--- config.mk ---
export PLATFORM = sky130hd
export DESIGN_NAME = ps2_kbd_ctrl
export DESIGN_NICKNAME = d
export VERILOG_FILES = /design/src/rtl/ps2_kbd_ctrl.sv
export SDC_FILE = /design/constraint.sdc
export NUM_CORES = 1
export LEC_CHECK = 0
export CORE_ASPECT_RATIO = 0.5
export CORE_UTILIZATION = 55
export DETAILED_ROUTE_END_ITERATION = 6
export PLACE_DENSITY = 0.86
export SYNTH_ARGS = -nofsm -noshare
export SYNTH_HDL_FRONTEND = slang
export SYNTH_SLANG_ARGS = --single-unit
export TNS_END_PERCENT = 10
--- constraint.sdc ---
create_clock -name clk -period 4.5 [get_ports clk]
set_input_delay 0.675 -clock clk [delete_from_list [all_inputs] [get_ports clk]]
set_output_delay 0.675 -clock clk [all_outputs]
set_load 0.01 [all_outputs]
--- src/rtl/ps2_kbd_ctrl.sv ---
// PS/2 keyboard sequencer: drains scan-code bytes from the ps2_kbd receiver
// FIFO, folds E0/F0 prefixes into {brk, ext, code} key events and queues them
// for the CPU.
//
// state  | meaning
// -------+----------------------------------------------------------
// IDLE   | wait for a byte in ps2_kbd and room in the event queue
// POP    | kbd_rdn low for this one cycle; byte latched at its end
// DECODE | fold prefix into flags, or push the completed key event
module ps2_kbd_ctrl #(
    parameter int EVQ_AW    = 2,
    parameter int EVQ_DEPTH = 4
) (
    input  logic              clk,
    input  logic              clrn,
    input  logic              kbd_ready,
    input  logic [7:0]        kbd_data,
    input  logic              kbd_overflow,
    output logic              kbd_rdn,
    output logic              ev_valid,
    output logic [9:0]        ev_data,
    input  logic              ev_ack,
    output logic [EVQ_AW:0]   ev_count,
    output logic              ovf_sticky,
    input  logic              clr_ovf
);

    typedef enum logic [1:0] {
        S_IDLE   = 2'd0,
        S_POP    = 2'd1,
        S_DECODE = 2'd2
    } state_t;

    localparam logic [EVQ_AW:0] DEPTH_C = (EVQ_AW + 1)'(EVQ_DEPTH);

    state_t              state_q, state_d;
    logic                rdn_q;
    logic [7:0]          byte_q;
    logic                brk_q, brk_d;
    logic                ext_q, ext_d;
    logic                push, pop;
    logic [9:0]          mem_q [EVQ_DEPTH];
    logic [EVQ_AW-1:0]   wr_ptr_q, rd_ptr_q;
    logic [EVQ_AW:0]     count_q;
    logic                ovf_q;

    // Next-state and prefix-flag decode; a push only happens for non-prefix bytes.
    always_comb begin
        state_d = state_q;
        brk_d   = brk_q;
        ext_d   = ext_q;
        push    = 1'b0;
        case (state_q)
            S_IDLE: begin
                // Holding here while full leaves bytes in ps2_kbd, so nothing is dropped.
                if (kbd_ready && (count_q < DEPTH_C)) begin
                    state_d = S_POP;
                end
            end
            S_POP: begin
                state_d = S_DECODE;
            end
            S_DECODE: begin
                if (byte_q == 8'hE0) begin
                    ext_d = 1'b1;
                end else if (byte_q == 8'hF0) begin
                    brk_d = 1'b1;
                end else begin
                    push  = 1'b1;
                    brk_d = 1'b0;
                    ext_d = 1'b0;
                end
                state_d = S_IDLE;
            end
            default: begin
                state_d = S_IDLE;
            end
        endcase
    end

    assign pop = ev_ack && (count_q != '0);

    // Sequencer registers; kbd_rdn is registered from the next state so it is low exactly in POP.
    always_ff @(posedge clk or negedge clrn) begin
        if (!clrn) begin
            state_q <= S_IDLE;
            rdn_q   <= 1'b1;
            byte_q  <= 8'h00;
            brk_q   <= 1'b0;
            ext_q   <= 1'b0;
        end else begin
            state_q <= state_d;
            rdn_q   <= (state_d != S_POP);
            brk_q   <= brk_d;
            ext_q   <= ext_d;
            if (state_q == S_POP) begin
                byte_q <= kbd_data;
            end
        end
    end

    // Event queue storage, pointers and occupancy; push and pop may coincide.
    always_ff @(posedge clk or negedge clrn) begin
        if (!clrn) begin
            for (int i = 0; i < EVQ_DEPTH; i++) begin
                mem_q[i] <= 10'h000;
            end
            wr_ptr_q <= '0;
            rd_ptr_q <= '0;
            count_q  <= '0;
        end else begin
            if (push) begin
                mem_q[wr_ptr_q] <= {brk_q, ext_q, byte_q};
                wr_ptr_q        <= wr_ptr_q + 1'b1;
            end
            if (pop) begin
                rd_ptr_q <= rd_ptr_q + 1'b1;
            end
            case ({push, pop})
                2'b10:   count_q <= count_q + 1'b1;
                2'b01:   count_q <= count_q - 1'b1;
                default: count_q <= count_q;
            endcase
        end
    end

    // Sticky overflow flag; a new overflow beats a simultaneous clear.
    always_ff @(posedge clk or negedge clrn) begin
        if (!clrn) begin
            ovf_q <= 1'b0;
        end else if (kbd_overflow) begin
            ovf_q <= 1'b1;
        end else if (clr_ovf) begin
            ovf_q <= 1'b0;
        end
    end

    assign kbd_rdn    = rdn_q;
    assign ev_valid   = (count_q != '0);
    assign ev_data    = (count_q != '0) ? mem_q[rd_ptr_q] : 10'h000;
    assign ev_count   = count_q;
    assign ovf_sticky = ovf_q;

endmodule

### After elaboration in Yosys (flattened, before gate mapping)

Index checks and enable logic that the tools add are counted.

* register bits after elaboration: 61
* input bits: 14
* output and inout bits: 16
* logic and storage cells: 59

* $add $sub $neg: 4
* order comparisons: 4
* equality and inequality tests: 8
* muxes and demuxes: 18
* bitwise logic cells: 3
* reductions and logical operators: 9

Operators with widths (count)
* bitwise mux 40 bit: 1
* two-way mux 10 bit: 4
* binary-select mux 10 bit (select 2 bit): 1
* demux 10 bit (select 2 bit): 1
* equality test 8 bit, second input constant: 2
* two-way mux 1 bit: 8
* greater-or-equal comparator 3 bit, second input constant: 2
* inverter 2 -> 3 bit: 2
* one-hot mux 3 bit (2 select lines): 1
* adder 2 x 1 -> 2 bit, second input constant: 2
* equality test 2 x 1 -> 1 bit, second input constant: 2
* equality test 2 bit, second input constant: 2
* one-hot mux 2 bit (2 select lines): 1
* AND reduction 2 bit: 2
* nonzero test 2 bit: 2
* adder 3 x 1 -> 3 bit, second input constant: 1
* logical AND 1 bit: 3
* < comparator 3 x 1 -> 1 bit, second input constant: 1
* < comparator 3 bit, second input constant: 1
* nonzero test 3 bit: 1
* subtractor 3 x 1 -> 3 bit, second input constant: 1
* zero test 2 bit: 1
* two-way mux 2 bit: 1
* inequality test 2 x 1 -> 1 bit, second input constant: 1
* other kinds (2): 2

### Depth between registers and ports, before layout

Gate-level depths: netlist of run 1.

* word-level depth: 6
* mapped depth: 9
* gate-level depth less buffers: 8

### Worst setup path before layout of run 1

No wires, ideal clock.

* path type: flip-flop to flip-flop
* start: register byte_q[1]
* end: register count_q[2] (netlist: ev_count[2])
* setup time: 79 ps
* arrival: 2143 ps
* data required time: 4421 ps
* slack: 2278 ps
* cell stages (with the launch flop): 10
* buffers on the path: 1
* clock period less this slack: 2222 ps
* path through: dfrtp_1 -> or3_1 -> buf_6 -> o21ai_2 -> ha_1 -> inv_1 -> fa_1 -> xor2_1 -> nor2_1 -> xor2_1

* cells in the longest elaborated chain, start to end: 6
* elaborated cells between the ends (all ways): 9
* classes of those cells: 4 x eq/ne; 4 x mux; 1 x reduce/logical

RTL lines
* start: declaration: line 38 `logic [7:0] byte_q;`
* start signal: assignment: line 97 `byte_q <= kbd_data;`
* equality test 8 bit: line 66 `end else if (byte_q == 8'hF0) begin`
* two-way mux 1 bit: line 66
* two-way mux 1 bit (*): line 64 `if (byte_q == 8'hE0) begin`
* two-way mux 1 bit (*): line 53 `case (state_q)`
* equality test 2 x 1 -> 1 bit or equality test 2 bit (tied branches): line 119 `case ({push, pop})`
* one-hot mux 3 bit (2 select lines) or nonzero test 2 bit (tied branches)
* end signal: assignment: line 120 `2'b10: count_q <= count_q + 1'b1;`
* end signal: assignment: line 121 `2'b01: count_q <= count_q - 1'b1;`
* end signal: assignment: line 122 `default: count_q <= count_q;`
* end: declaration: line 44 `logic [EVQ_AW:0] count_q;`

Every way passes the cells marked *; elsewhere a longest branch is shown, timed or not.
A chain may end at the register's enable or synchronous reset.

### Final worst setup path of run 1

* start: register rd_ptr_q[0]
* end: output port ev_data[4]

* cells in the longest elaborated chain, start to end: 5

RTL lines
* start: declaration: line 43 `logic [EVQ_AW-1:0] wr_ptr_q, rd_ptr_q;`
* start signal: assignment: line 117 `rd_ptr_q <= rd_ptr_q + 1'b1;`
* inverter 2 -> 3 bit (not written as such): line 140 `assign ev_data = (count_q != '0) ? mem_q[rd_ptr_q] : 10'h000;`
* binary-select mux 10 bit (select 2 bit): line 140
* two-way mux 10 bit (not written as such) (2 in series): line 140
* two-way mux 10 bit: line 140
* end: declaration: line 21 `output logic [9:0] ev_data,`

Every way passes these cells. The select of a mux whose other input is x is not followed.

==> results of run 1 <==
[stage by stage]
step,instances,util (%)
6_report,310,67.2
3_5_place_dp,294,63.6
2_1_floorplan,205,-
5_1_grt,310,67.2
3_3_place_gp,294,63.6
4_1_cts,310,67.2
[layer usage]
| metal | vias up | share of wire, % | track usage, % |
|---|---|---|---|
| met2 | 52 | 49 | 38.9 |
| met5 | - | 0 | 0 |
| met4 | 0 | 0.85 | 6.57 |
| li1 | 806 | - | - |
| met3 | 8 | 5.9 | 8.27 |
| met1 | 897 | 45 | 33.0 |
[worst max-delay path by stage]
stage	start	to	slack, ns	cells after the start
2_1_floorplan	byte_q[1]	ev_count[2]	2.28	9
3_3_place_gp	rd_ptr_q[0]	ev_data[4]	1.78	3
3_5_place_dp	rd_ptr_q[0]	ev_data[4]	1.74	3
4_1_cts	rd_ptr_q[0]	ev_data[4]	1.37	3
5_1_grt	rd_ptr_q[0]	ev_data[4]	1.25	3
6_report	rd_ptr_q[0]	ev_data[4]	1.39	3
[layout by cell type, fill, tap and decap left out, drive strengths merged, types with 8 or more instances in the layout]
master / netlist / final
dfrtp: 60 / 60
clkdlybuf4s50: 0 / 28
mux2: 23 / 23
a22o: 16 / 16
and2: 12 / 12
clkbuf: 5 / 12
mux4: 10 / 10
nor2: 9 / 9
nor4: 8 / 8
a211oi: 8 / 8
[registers in the layout, indices dropped and copies added (netlist names), 2 cells and up]
register,cells
rd_ptr_q,2
state_q,2
wr_ptr_q,2
byte_q,8
mem_q,40
ev_count,3
[Yosys cell counts, drive strengths merged, types with 2 or more instances]
master	number	area, um2
dfrtp	60	1500
mux2	23	259
a22o	16	145
and2	12	75.1
mux4	10	225
nor2	9	33.8
a211oi	8	60.1
nor4	8	50.1
inv	7	26.3
o21ai	7	68.8
buf	6	50.0
clkbuf	5	18.8
ha	5	62.6
and3b	4	35.0
nor2b	3	18.8
xnor2	3	26.3
xor2	3	26.3
clkinv	2	7.51
nand2	2	7.51
o21a	2	15.0
or3	2	12.5
[layout make-up]
type / count / area [um2]
fillers: 335 / 1620
flip-flops and latches: 61 / 1530
multi-input cells: 124 / 1190
repair buffers: 30 / 293
clock buffers: 12 / 155
well taps: 70 / 87.6
inverters: 9 / 33.8
clock inverters: 4 / 22.5
[where the power goes]
part	switching, mW	total (mW)	leakage, nW	internal [mW]
Sequential	0.259	1.06	0.755	0.805
Combinational	0.403	1.01	0.621	0.606
Clock	0.211	0.438	0.0921	0.227
Total	0.873	2.51	1.47	1.64
[logic make-up (layout without fill, tap and decap cells)]
group	after synthesis	count (layout)	share of synthesized area, %
flip-flops	61	61	54.1
AND/OR/NAND/NOR	44	44	9.52
AO/OA/AOI/OAI	34	34	10.5
multiplexers	34	34	17.5
buffers and inverters	20	55	3.63
adder cells (fa/ha/maj)	6	6	2.92
XOR/XNOR	6	6	1.86
[worst register-to-register path, stage by stage, from the launching register on]
cell	delay (ns)
dfrtp_1	0.46
or3_1	0.68
o21ai_2	0.41
ha_1	0.25
inv_1	0.06
fa_1	0.37
xor2_1	0.15
nor2_1	0.12
xor2_1	0.17
==> metrics.md, run 1 <==
| Metric | Value |
|---|---|
| Die Ht | 52.7 um |
| FF-to-FF End | ev_count[2] |
| Post-CTS Hold Buffers | 0 |
| Register area share after synthesis | 54.1% |
| Synth async-reset ratio | 100% |
| Core area | 0.00493 mm2 |
| Worst-margin pin slew | 0.845 ns |
| Final Worst Setup Slack | 1.39 ns |
| Post-CTS setup buffer count | 0 |
| PortBufs | 29 |
| Endpoint class of the critical path | primary output |
| Max Transition Viols Final | 0 |
| Post-route cell area | 0.00331 mm2 |
| Startpoint Class | register |
| Post-DR wirelength/cell | 18.1 um |
| Reg-to-Reg Start | byte_q[1] |
| Leakage power | 1.47 nW |
| Cts repair resizes | 0 |
| Slew headroom | 43.6% |
| Worst-skew pair later-pin latency | 0.34 ns |
| CP Buf/Inv Count | 1 |
| Vias | 1763 |
| Total CTS buffers | 9 |
| GP Congestion | 0.799 |
| Root buffer cell | clkbuf_8 |
| Max Buffers Root-to-Sink | 2 |
| Slowest cell delay on critical path | 0.83 ns |
| TritonCTS clock tree | built |
| Slowest CP cell | dfrtp_1 |
| Share of post-route cells with drive strength above 1 | 25.8% |
| Post-Route WL | 5.62 mm |
| Largest net degree at the start of global routing | 62 |
| Fin crit period | 3.11 ns |
| Place WS | 1.74 ns |
| First drt pass iteration count | 4 |
| CP cell instances | mux4_2, and2_1, clkdlybuf4s50_1 |
| FF-to-FF setup slack | 1.74 ns |
| Die Area | 0.00545 mm2 |
| Die width | 103 um |
| Cell family with most CP delay | flip-flops |
| Clock slew at reported path FFs | 0.07 ns |
| Worst Path Required | 3.83 ns |
| Post-synthesis cell count | 205 |
| Period utilization | 69.0% |
| Register-to-Register Path Depth | 8 |
| Antenna viol nets, final | 0 |
| Initial DRC count | 60 |
| Num Clock Sinks | 61 |
| Vias per std cell | 5.69 |
| RSZ-0062 raised after global routing | false |
| Synth Area per Inst | 13.8 um2 |
| Initial core utilization | 57.3% |
| Worst VDD drop | 0.372 mV |
| First-pass GRT wire length | 9.51 mm |
| CP Data Arrival Time | 2.43 ns |
| Worst hold path type | in -> async |
| Maxcap violations | 0 |
| Initial antenna violation count | 0 |
| Area Growth Syn to Fin | 17.3% |
| Row cnt | 18 |
| Mapped cell area | 0.00283 mm2 |
| Clock Skew | 0.00701 ns |
| Fin nets | 255 |
| Final Setup Violations | 0 |
| H-tree levels | 3 |
| Post-synth cell types | 35 |
| Final Hold Slack | 0.484 ns |
| Highest net fanout along the worst path | 12 |
| Synth warn | 0 |
| Synth Flop Type | dfrtp_1 |
| GRT Overall Usage | 24.7% |
| EDFF count, synth | 0 |
| Gr ovfl total | 0 |
| Synth Net Count | 225 |
| Kind of critical path | reg -> out |
| Detail Placement HPWL | 3.72 mm |
| Outcome | finished clean |
| Vias in the first global route | 1872 |
| Top Ports | 30 |
| Fmax | 322 MHz |
| Final TNS setup | 0 ns |
| Power Total | 2.51 mW |
| Final hold violation count | 0 |
| DP Area | 0.00314 mm2 |
| Pwr dens | 758 mW/mm2 |
| #FFs+latches synth | 61 |
| Residual DRC | 0 |
| Antenna diode count | 0 |
No activity file was read; power rests on OpenSTA's default activity.
==> run 2: changes to the inputs <==
--- a/config.mk
+++ b/config.mk
@@ -6,9 +6,9 @@
 export NUM_CORES = 1
 export LEC_CHECK = 0
 export CORE_ASPECT_RATIO = 0.5
-export CORE_UTILIZATION = 55
+export CORE_UTILIZATION = 50
 export DETAILED_ROUTE_END_ITERATION = 6
-export PLACE_DENSITY = 0.86
+export PLACE_DENSITY = 0.83
 export SYNTH_ARGS = -nofsm -noshare
 export SYNTH_HDL_FRONTEND = slang
 export SYNTH_SLANG_ARGS = --single-unit
==> constraint.sdc (replaced) <==
create_clock -name clk -period 2.8 [get_ports clk]
set_input_delay 0.42 -clock clk [delete_from_list [all_inputs] [get_ports clk]]
set_output_delay 0.42 -clock clk [all_outputs]
set_load 0.01 [all_outputs]
==> run 2 against run 1 <==
Worst setup slack got worse by 1.2 ns. Via count rose by 4.5%. Critical path depth rose by 1. Global-route usage fell by 1.5 points. First-iteration DRC count rose by 55%. Total power up 82%. Die area is 9.7% higher. Routed wire length grew 3.7%. Combinational power increased by 66%. Sequential share of layout area fell by 2.2 points.
==> metrics.md, run 2 (synthesis results as in run 1) <==
| Metric | Value |
|---|---|
| GRT Overall Usage | 23.1% (-1.5 points) |
| Highest net fanout along the worst path | 8 (-4) |
| Fin nets | 257 (+0.78%) |
| First drt pass iteration count | 4 (unchanged) |
| H-tree levels | 3 (unchanged) |
| Fill cells | 358 (+6.9%) |
| Logic gate share of total power | 36.9% (-3.3 points) |
| Initial core utilization | 54.5% (-2.7 points) |
| PortBufs | 29 (unchanged) |
| Fin crit period | 2.62 ns |
| Switching pwr | 1.45 mW (+66%) |
| Vias in the first global route | 1894 (+1.2%) |
| Detail Placement HPWL | 3.79 mm (+1.8%) |
| Endpoint class of the critical path | primary output |
| Core area | 0.00518 mm2 (+5.0%) |
| Post-DR wirelength/cell | 18.7 um (+3.0%) |
| Die Area | 0.00597 mm2 (+9.7%) |
| Final Setup Violations | 0 (unchanged) |
| Max Buffers Root-to-Sink | 2 (unchanged) |
| Most common cell after layout, fill and taps aside | dfrtp_1 |
| Multi-input logic area | 0.00119 mm2 (unchanged) |
| Fmax | 382 MHz |
| Worst Path Required | 2.38 ns (-1.45 ns) |
| Final TNS setup | 0 ns (unchanged) |
| Post-CTS Hold Buffers | 0 (unchanged) |
| Kind of critical path | reg -> out |
| Area Growth Syn to Fin | 23.1% |
| Clock Power Share | 26.4% (+9.0 points) |
| Outcome | finished clean |
| First-pass GRT wire length | 9.70 mm (+2.0%) |
| Place WS | 0.491 ns (-1.25 ns) |
| Num Clock Sinks | 61 (unchanged) |
| TritonCTS clock tree | built |
| CP Data Arrival Time | 2.20 ns (-0.23 ns) |
| Final hold violation count | 0 (unchanged) |
| Sw Share | 31.8% (-3.0 points) |
| Initial antenna violation count | 0 (unchanged) |
| Residual DRC | 0 (unchanged) |
| RSZ-0062 raised after global routing | false |
| Final Worst Setup Slack | 0.181 ns (-1.21 ns) |
| Vias per std cell | 5.90 (+3.8%) |
| Final Hold Slack | 0.0473 ns (-0.437 ns) |
| Most frequent cells in the layout | 60 x dfrtp_1, 28 x clkdlybuf4s50_1, 23 x mux2_2 |
| Antenna viol nets, final | 0 (unchanged) |
| Largest net degree at the start of global routing | 41 (-34%) |
| Initial DRC count | 93 (+55%) |
| Cts repair resizes | 0 (unchanged) |
| Largest register by flop count | mem_q |
| Top Ports | 30 (unchanged) |
| Max FFs per register | 40 (unchanged) |
| Total CTS buffers | 9 (unchanged) |
| GP Congestion | 0.764 (-4.4%) |
| Slew headroom | 46.4% (+2.9 points) |
| Row cnt | 18 (unchanged) |
| Clock Skew | 0.00714 ns (+0.000130 ns) |
| Period utilization | 93.5% |
| Max Transition Viols Final | 0 (unchanged) |
| FF-to-FF setup slack | 0.46 ns (-1.28 ns) |
| Worst VDD drop | 0.632 mV (+70%) |
| Worst-skew pair later-pin latency | 0.33 ns (about the same) |
| Post-Route WL | 5.82 mm (+3.7%) |
| Maxcap violations | 0 (unchanged) |
| Die width | 108 um (+4.8%) |
| Worst hold path type | in -> async |
| Vias | 1842 (+4.5%) |
| Power Internal | 3.11 mW (+90%) |
| Worst-margin pin slew | 0.802 ns (-0.0428 ns) |
| Leakage power | 1.55 nW (+5.4%) |
| Die Ht | 55.2 um (+4.7%) |
| Share of post-route cells with drive strength above 1 | 26.4% (+0.61 points) |
| Pwr dens | 1310 mW/mm2 (+73%) |
| Antenna diode count | 0 (unchanged) |
| Gr ovfl total | 0 (unchanged) |
| Sequential power share | 36.7% (-5.7 points) |
| Clock slew at reported path FFs | 0.05 ns (-0.02 ns) |
| Post-CTS setup buffer count | 0 (unchanged) |
| Register area | 0.00153 mm2 (unchanged) |
| Root buffer cell | clkbuf_16 |
| Startpoint Class | register |
| Power Total | 4.56 mW (+82%) |
[run 2: changes by cell type in the layout (fill, tap and decap cells not counted)]
| cell | change |
|---|---|
| clkinvlp_4 | -1 |
| clkbuf_16 | +9 |
| clkinv_2 | -1 |
| buf_4 | +2 |
| bufinv_16 | +2 |
| clkbuf_8 | -9 |
[run 2: worst max-delay path, stage by stage (launching register included)]
cell and delay [ns]:
dfrtp_1 0.46, buf_4 0.26, mux4_2 0.51, and2_1 0.17, clkdlybuf4s50_1 0.48
[run 2: area by class of cell]
| cell class | count | area share [%] |
|---|---|---|
| multi-input cells | 124 | 34.4 |
| inverters | 9 | 0.971 |
| clock inverters | 4 | 2.01 |
| flip-flops and latches | 61 | 43.9 |
| repair buffers | 32 | 8.85 |
| well taps | 70 | 2.52 |
| clock buffers | 12 | 7.37 |
[run 2: metrics by stage]
step | area, um2 | instances | util (%)
after floorplan | 2830 | 205 | -
after global placement | 3150 | 296 | 60.8
after detailed placement | 3150 | 296 | 60.8
after CTS | 3480 | 312 | 67.1
after global routing | 3480 | 312 | 67.1
final | 3480 | 312 | 67.1
[run 2: per-layer routing]
layer / global-route usage, % / wire length, um / share of wire [%] / vias up
li1: - / - / - / 819
met1: 30.3 / 2580 / 44 / 945
met2: 37.0 / 2810 / 48 / 68
met3: 6.91 / 376 / 6.5 / 10
met4: 9.46 / 58 / 1.0 / 0
met5: 0 / 0 / 0 / -
[run 2: worst paths after layout]
check                                 start     endpoint  cells after the start
worst max-delay path            rd_ptr_q[0]   ev_data[0]                      4
worst min-delay path                   clrn    mem_q[34]                      1
worst max register to register    byte_q[1]  ev_count[2]                      8
worst min register to register   ovf_sticky   ovf_sticky                      1
max in group asynchronous              clrn      kbd_rdn                      2
min in group clk                 ovf_sticky   ovf_sticky                      1
[run 2: power by group through the flow]
stage	clock network (mW)	registers (mW)	logic [mW]
after CTS	1.21	1.67	1.70
after floorplan	0	1.54	1.20
after global placement	0	1.64	1.62
after global routing	1.26	1.73	1.84
final	1.21	1.67	1.68
after detailed placement	0	1.68	1.67
==> edit 1: new RTL, flow settings as in run 2 <==
`EVQ_AW`: 2 -> 1.
--- a/src/rtl/ps2_kbd_ctrl.sv
+++ b/src/rtl/ps2_kbd_ctrl.sv
@@ -9,5 +9,5 @@
 // DECODE | fold prefix into flags, or push the completed key event
 module ps2_kbd_ctrl #(
-    parameter int EVQ_AW    = 2,
+    parameter int EVQ_AW    = 1,
     parameter int EVQ_DEPTH = 4
 ) (
Ports: changed (resized ev_count); port bits go from 30 to 29. The function was not compared with the original's and may differ.
==> edit 1 against run 2 <==
Routed wire length shrank 48%. Sequential cell count decreased by 23. Final area fell by 41%. Area after synthesis is 41% lower. Global-route usage shrank 4.3 points. Hold slack better by 0.18 ns. Total power decreased by 53%. Setup slack improved by 0.29 ns. Critical endpoint is now ev_data[5]. Largest cell class unchanged. Highest routed layer unchanged.
==> edit 1: results (changes against run 2) <==
.. list-table::
   :header-rows: 1

   * - Metric
     - Value
   * - Run status
     - finished clean
   * - Max FO, Critical Path
     - 11 (+3)
   * - Ratio of cells with drive above 1 in the final layout
     - 21.02% (-5.4 points)
   * - Ratio of routed vias to standard cells
     - 5.619 (-4.8%)
   * - Wire length per cell
     - 15.39 µm (-18%)
   * - CTS clock-pin slew for the worst setup and hold paths
     - 0.08 ns (+0.03 ns)
   * - Number of nets in the synthesized netlist
     - 140 (-38%)
   * - Worst clock skew
     - 0.01487 ns (+0.007737 ns)
   * - Number of cells on the worst reg-to-reg path
     - 5 (-3)
   * - Number of cells produced by synthesis
     - 125 (-39%)
   * - Maximum VDD drop
     - 0.4763 mV (-25%)
   * - Count of buffers inserted at the top-level ports
     - 27 (-6.9%)
   * - Switching part of the total power
     - 32.30% (+0.55 points)
   * - Iteration-0 DRC count of the detailed router
     - 39 (-58%)
   * - Leading post-synthesis cells by instance count
     - sky130_fd_sc_hd__dfrtp_1, sky130_fd_sc_hd__mux2_2, sky130_fd_sc_hd__nor2_1, sky130_fd_sc_hd__mux2i_1, sky130_fd_sc_hd__a22o_1
   * - Critical path data arrival time
     - 1.91 ns (-0.29 ns)
   * - Relative max-transition margin
     - 40.26% (-6.2 points)
   * - Multiplexer share of the synthesized area
     - 16.87% (-0.63 points)
   * - Pin count of the biggest net entering global routing
     - 39 (-4.9%)
   * - Met2 usage in global routing
     - 32.79% (-4.3 points)
   * - Final net count
     - 171 (-33%)
   * - Number of H-tree levels
     - 2 (-1)
   * - Met3 layer wire length in the routed design
     - 178 µm (-53%)
   * - Clk_lat worst skew
     - 0.29 ns (-0.04 ns)
   * - Synthesized-area fraction occupied by ao, oa, aoi and oai cells
     - 11.67% (+1.2 points)
   * - Vias in the first global route
     - 1081 (-43%)
   * - HPWL after detailed placement
     - 2133 µm (-44%)
   * - Wire length of the first global-routing pass
     - 5009 µm (-48%)
   * - Fraction of synthesized cell area in xor and xnor cells
     - 2.636% (+0.78 points)
   * - Total Routing Usage GR
     - 18.78% (-4.3 points)
   * - Static Leak
     - 0.9055 nW (-41%)
   * - Fraction of met3 tracks used by global routing
     - 5.837% (-1.1 points)
-- edit 1: changes by cell type after synthesis, moves of 8 or more --
cell / before / now
sky130_fd_sc_hd__mux2i_1: 1 / 10
sky130_fd_sc_hd__mux4_2: 10 / 0
sky130_fd_sc_hd__nor4_1: 8 / 0
sky130_fd_sc_hd__and2_1: 12 / 1
sky130_fd_sc_hd__dfrtp_1: 60 / 37
sky130_fd_sc_hd__a211oi_1: 8 / 0
-- edit 1: power by group through the flow --
stage	combinational (mW)	clock, mW	sequential, mW
after floorplan	0.498	0	0.865
after global placement	0.801	0	0.922
final	0.821	0.386	0.927
after global routing	0.890	0.418	0.954
after detailed placement	0.830	0	0.937
after CTS	0.833	0.392	0.927
-- edit 1: worst paths after layout --
kind	to	slack (ns)	startpoint
max in group asynchronous	byte_q[5]	2.05	clrn
min	mem_q[24]	0.22	clrn
max	ev_data[5]	0.47	rd_ptr_q
max reg2reg	ev_count[1]	0.92	byte_q[1]
min reg2reg	ovf_sticky	0.49	ovf_sticky
min in group clk	ovf_sticky	0.49	ovf_sticky
-- edit 1: per-stage QoR --
stage | util [%] | total power, mW | area (µm²) | hold WS (ns)
floorplan | - | 1.364 | 1662 | 0.1244
global placement | 63.76 | 1.722 | 1966 | 0.4736
detailed placement | 63.76 | 1.767 | 1966 | 0.4751
CTS | 66.84 | 2.151 | 2061 | 0.2598
global route | 66.84 | 2.262 | 2061 | 0.2865
finish | 66.84 | 2.134 | 2061 | 0.2237
-- edit 1: area by class of cell --
cell class | count | area [µm²]
clock buffer | 6 | 82.58
clock inverter | 2 | 12.51
fill | 245 | 1022
inverter | 2 | 7.507
multi-input combinational | 81 | 683.2
sequential | 38 | 952.2
tap | 40 | 50.05
timing repair buffer | 28 | 272.8
